==> src/rtl/slice_carry_merge.sv <==
// Ripples inter-slice carries across per-slice adder outputs (LSB slice first) and
// assembles the full-width sum, carry-out and overflow flag behind a valid/ready port.
module slice_carry_merge #(
    parameter int WIDTH = 128,
    parameter int SLICE = 6
) (
    input  logic             clk,
    input  logic             rst,
    input  logic             c_in,
    input  logic             s_valid,
    output logic             s_ready,
    input  logic [SLICE:0]   s_sum,
    output logic             m_valid,
    input  logic             m_ready,
    output logic [WIDTH-1:0] m_sum,
    output logic             m_cout,
    output logic             m_ovf
);

    localparam int NSLICE = (WIDTH + SLICE - 1) / SLICE;
    localparam int AW     = NSLICE * SLICE;
    localparam int LOW_W  = (NSLICE - 1) * SLICE;
    localparam int IDX_W  = $clog2(NSLICE);
    localparam logic [IDX_W-1:0] LAST_IDX = IDX_W'(NSLICE - 1);

    typedef enum logic {ACC, OUT} state_t;

    state_t           state, state_nxt;
    logic [IDX_W-1:0] idx;
    logic             carry;
    logic [LOW_W-1:0] acc;

    logic             accept;
    logic             last;
    logic             cin_eff;
    logic [SLICE:0]   t;
    logic             nc;
    logic [AW-1:0]    assembled;

    assign s_ready   = (state == ACC);
    assign m_valid   = (state == OUT);
    assign accept    = s_valid && s_ready;
    assign last      = (idx == LAST_IDX);
    assign cin_eff   = (idx == '0) ? c_in : carry;
    assign t         = {1'b0, s_sum[SLICE-1:0]} + (SLICE+1)'(cin_eff);
    // An upstream slice sum never has both its carry bit and a low-field overflow set.
    assign nc        = s_sum[SLICE] | t[SLICE];
    // The top slice goes straight into the result, so acc only holds the lower slices.
    assign assembled = {t[SLICE-1:0], acc};

    // NOTE: sequential state uses non-blocking assignments so every register samples
    // the pre-edge values of its peers, independent of block evaluation order.
    always_ff @(posedge clk or posedge rst) begin
        if (rst) state <= ACC;
        else     state <= state_nxt;
    end

    // NOTE: the default assignment first keeps this block purely combinational; any
    // path that left state_nxt unassigned would infer a latch.
    always_comb begin
        state_nxt = state;
        case (state)
            ACC: if (accept && last) state_nxt = OUT;
            OUT: if (m_ready)        state_nxt = ACC;
            default:                 state_nxt = ACC;
        endcase
    end

    // NOTE: acc is a plain register bank rather than a RAM, so it is cleared on reset
    // and a reset mid-operation leaves no stale partial sum behind.
    always_ff @(posedge clk or posedge rst) begin
        if (rst) begin
            idx    <= '0;
            carry  <= 1'b0;
            acc    <= '0;
            m_sum  <= '0;
            m_cout <= 1'b0;
            m_ovf  <= 1'b0;
        end else if (accept) begin
            carry <= nc;
            if (last) begin
                idx    <= '0;
                m_sum  <= assembled[WIDTH-1:0];
                m_cout <= assembled[WIDTH];
                m_ovf  <= (|assembled[AW-1:WIDTH+1]) | nc;
            end else begin
                idx <= idx + 1'b1;
                acc[int'(idx)*SLICE +: SLICE] <= t[SLICE-1:0];
            end
        end
    end

endmodule

==> config.mk <==
export PLATFORM = sky130hd
export DESIGN_NAME = slice_carry_merge
export DESIGN_NICKNAME = d
export VERILOG_FILES = /design/src/rtl/slice_carry_merge.sv
export SDC_FILE = /design/constraint.sdc
export NUM_CORES = 1
export LEC_CHECK = 0
export ABC_AREA = 1
export CAP_MARGIN = 20
export CORE_ASPECT_RATIO = 2
export CORE_MARGIN = 2
export CORE_UTILIZATION = 30
export CTS_BUF_LIST = sky130_fd_sc_hd__clkbuf_8 sky130_fd_sc_hd__clkbuf_16
export DETAILED_ROUTE_END_ITERATION = 12
export PLACE_DENSITY = 0.45
export SLEW_MARGIN = 10
export SYNTH_ARGS = -nofsm -noshare
export SYNTH_HDL_FRONTEND = slang
export SYNTH_SLANG_ARGS = --single-unit
==> constraint.sdc <==
create_clock -name clk -period 11.93 [get_ports clk]
set_input_delay 2.9825 -clock clk [delete_from_list [all_inputs] [get_ports clk]]
set_output_delay 2.9825 -clock clk [all_outputs]
set_load 0.03 [all_outputs]
==> impl_metrics.toml <==
[run_status]
outcome = "finished clean"

[clock_tree]
path_clk_slew_ns = 0.07
cts_num_sinks = 263
cts_hold_buf = 0
htreeDepth = 1
postCtsSetupRepairBufs = 0
ctsResizeCount = 0
cts-root-buf = "clkbuf_16"
cts_tree = "yes"
clock_latency_ns = 0.55
cts_buffer_depth = 3
cts-buffers-inserted = 27

[timing]
slew_headroom = 0.406
slew_viol_final = 0
skew_ns = 0.0125
rsz0062_at_grt = "false"
tightest_slew_ns = 0.891
period_share = 0.445
hold_viol_final = 0
final.min_clock_period_ns = 5.31
setup_tns_ns = 0
timing.fmax_ghz = 0.188
setup_viol = 0

[final_layout]
num_antenna_cells = 0
final_common_cell = "nand2_1"
area.growth.synth_to_final_pct = 23.0
seqCellArea_sq_um = 6580
num-fill-cells = 4195
nets = 1620
multi_input_area_sq_um = 4720
layout-drive-gt1-share = 0.0658
layout_common_cells = "660 x nand2_1, 263 x dfrtp_1, 143 x clkdlybuf4s50_1, 94 x nand3_1, 94 x o21ai_0"

[drt]
wirelength_um = 39800
drtPass1Iterations = 6
first_iter_violations = 569
via_per_inst = 4.65
route.detailed.drc = 0
final_antenna_net_count = 0
drt-wirelength-per-cell_um = 18.6
dr_total_vias = 9933

[global_route]
grt_overflow = 0
grt_antenna_before_repair = 0
grt_use_total = 0.192
top_usage_layer = "met2"
grt_pass1_wl_um = 61400
use_met1 = 0.196
grt_max_degree = 143
grt_pass1_vias = 10211
grtUsageMet2 = 0.390
met3_usage = 0.0178

[yosys]
synth.cell_area_sq_um = 12000
synth_seq_cells = 263
ys_seq_area_frac = 0.550
synth_fp_nets = 1494
synth_edf_count = 0
synth_top_cells_by_area = "dfrtp_1 55%, nand2_1 21%, nand3_1 3.9%"
synth.avg_cell_area_sq_um = 8.14
synth_top_area_share = 0.550
synth_cell_types = 41
synthCells = 1468
synth_top_flop_cell = "dfrtp_1"
yosys_warnings = 0
synth.largest_area_cell = "dfrtp_1"
async_flop_share = 1.00

[placed_design]
routabilityCongestion = 0.877
portBuffers = 143
hpwl_um = 29500

[run]
max_cap_viol_count = 0

[pwr]
vdd_drop_max_mv = 0.227
p_total_mw = 4.66
p_leak_nw = 7.20
power_density_nw_per_um2 = 317

[floorplanning]
row_count = 103
coreArea_sq_um = 39400
die_area_sq_um = 41600
ios = 144
start_util = 0.303
dieWidth_um = 145
die_y_um = 286

[critical_path]
required_ns = 12.42
worstSetupEndpointType = "register"
startpoint_type = "input port"
path_max_fanout = 7
cp_data_arrival_time_ns = 5.81
worstSetupPathType = "input port to register"

[worst_hold_path]
hp-class = "register to register"
-- where the power goes --
group          internal, mW  total, mW  switching (mW)  leakage [nW]
Combinational         0.644       2.47            1.82          3.22
Sequential             1.15       1.36           0.210          3.54
Clock                 0.463      0.831           0.368         0.436
Total                  2.26       4.66            2.40          7.20
-- cell type report --
class,count,area share
clock inverters,14,0.00681
repair buffers,151,0.102
clock buffers,32,0.0506
flip-flops and latches,263,0.448
inverters,103,0.0270
multi-input cells,1048,0.321
well taps,525,0.0447
-- synth_stat cells, types with 9 or more instances --
cell and n:
a21oi_1 9, buf_2 10, clkbuf_1 31, dfrtp_1 263
ha_1 13, inv_1 89, inv_2 14, nand2_1 660
nand3_1 94, nand4_1 16, nor2_1 57, nor2_4 10
o21ai_0 94, o21ai_1 47
-- per-layer routing --
| metal | vias to the layer above | routed length, um |
|---|---|---|
| met5 | - | 0 |
| met4 | 0 | 1670 |
| met3 | 71 | 1090 |
| met2 | 211 | 22800 |
| met1 | 4744 | 14300 |
| li1 | 4907 | - |
-- metrics by stage --
step	cell area, sq um	util	setup slack (ns)	std cells	hold WS [ns]
final	14700	0.373	6.62	2136	0.467
after global routing	14700	0.373	6.32	2136	0.480
after CTS	14700	0.373	6.64	2136	0.473
after detailed placement	13900	0.352	6.06	2090	0.458
after global placement	13900	0.352	6.10	2090	0.456
after floorplan	12000	-	1.71	1468	0.442
-- sequential cells by signal (all words and copies together) (netlist names) --
register	count
idx	5
carry	1
m_valid	1
m_sum	128
m_cout	1
acc	126
m_ovf	1
-- critical path: stages --
cell and delay (ns):
clkdlybuf4s50_1 0.47, nor2_1 0.05, a21oi_1 0.14, ha_1 0.25, ha_1 0.22, nand3_1 0.08, nand2_1 0.07, nand2_1 0.10
inv_1 0.10, nand2_1 0.05, o21ai_0 0.26, inv_1 0.09, nor2_1 0.15, nand2_1 0.08, o21ai_2 0.19, inv_2 0.10
nor2_4 0.17, inv_1 0.09, nand2_1 0.06, o21a_1 0.11
-- path summary, 6_finish.rpt --
path | from | endpoint | slack [ns] | depth (start not counted)
worst min-delay path | m_sum[89]$_DFFE_PP0P_ | m_sum[89]$_DFFE_PP0P_ | 0.47 | 2
worst max-delay path | c_in | acc[38]$_DFFE_PP0P_ | 6.62 | 20
max in group asynchronous | rst | m_sum[126]$_DFFE_PP0P_ | 7.58 | 3
min in group asynchronous | rst | m_sum[22]$_DFFE_PP0P_ | 2.98 | 2
worst min register to register | m_sum[89]$_DFFE_PP0P_ | m_sum[89]$_DFFE_PP0P_ | 0.47 | 2
worst max register to register | idx[0]$_DFFE_PP0P_ | acc[58]$_DFFE_PP0P_ | 7.73 | 15
-- cells by family after synthesis --
kind of cell | after synthesis | synth area share
and+or+nand+nor | 870 | 0.307
xor gates and xnor gates | 3 | 0.00283
AOI/OAI and AO/OA | 161 | 0.0698
buffers and inverters | 157 | 0.0550
adders and majority gates | 14 | 0.0153
DFF | 263 | 0.550
No activity file was read; power rests on OpenSTA's default activity.
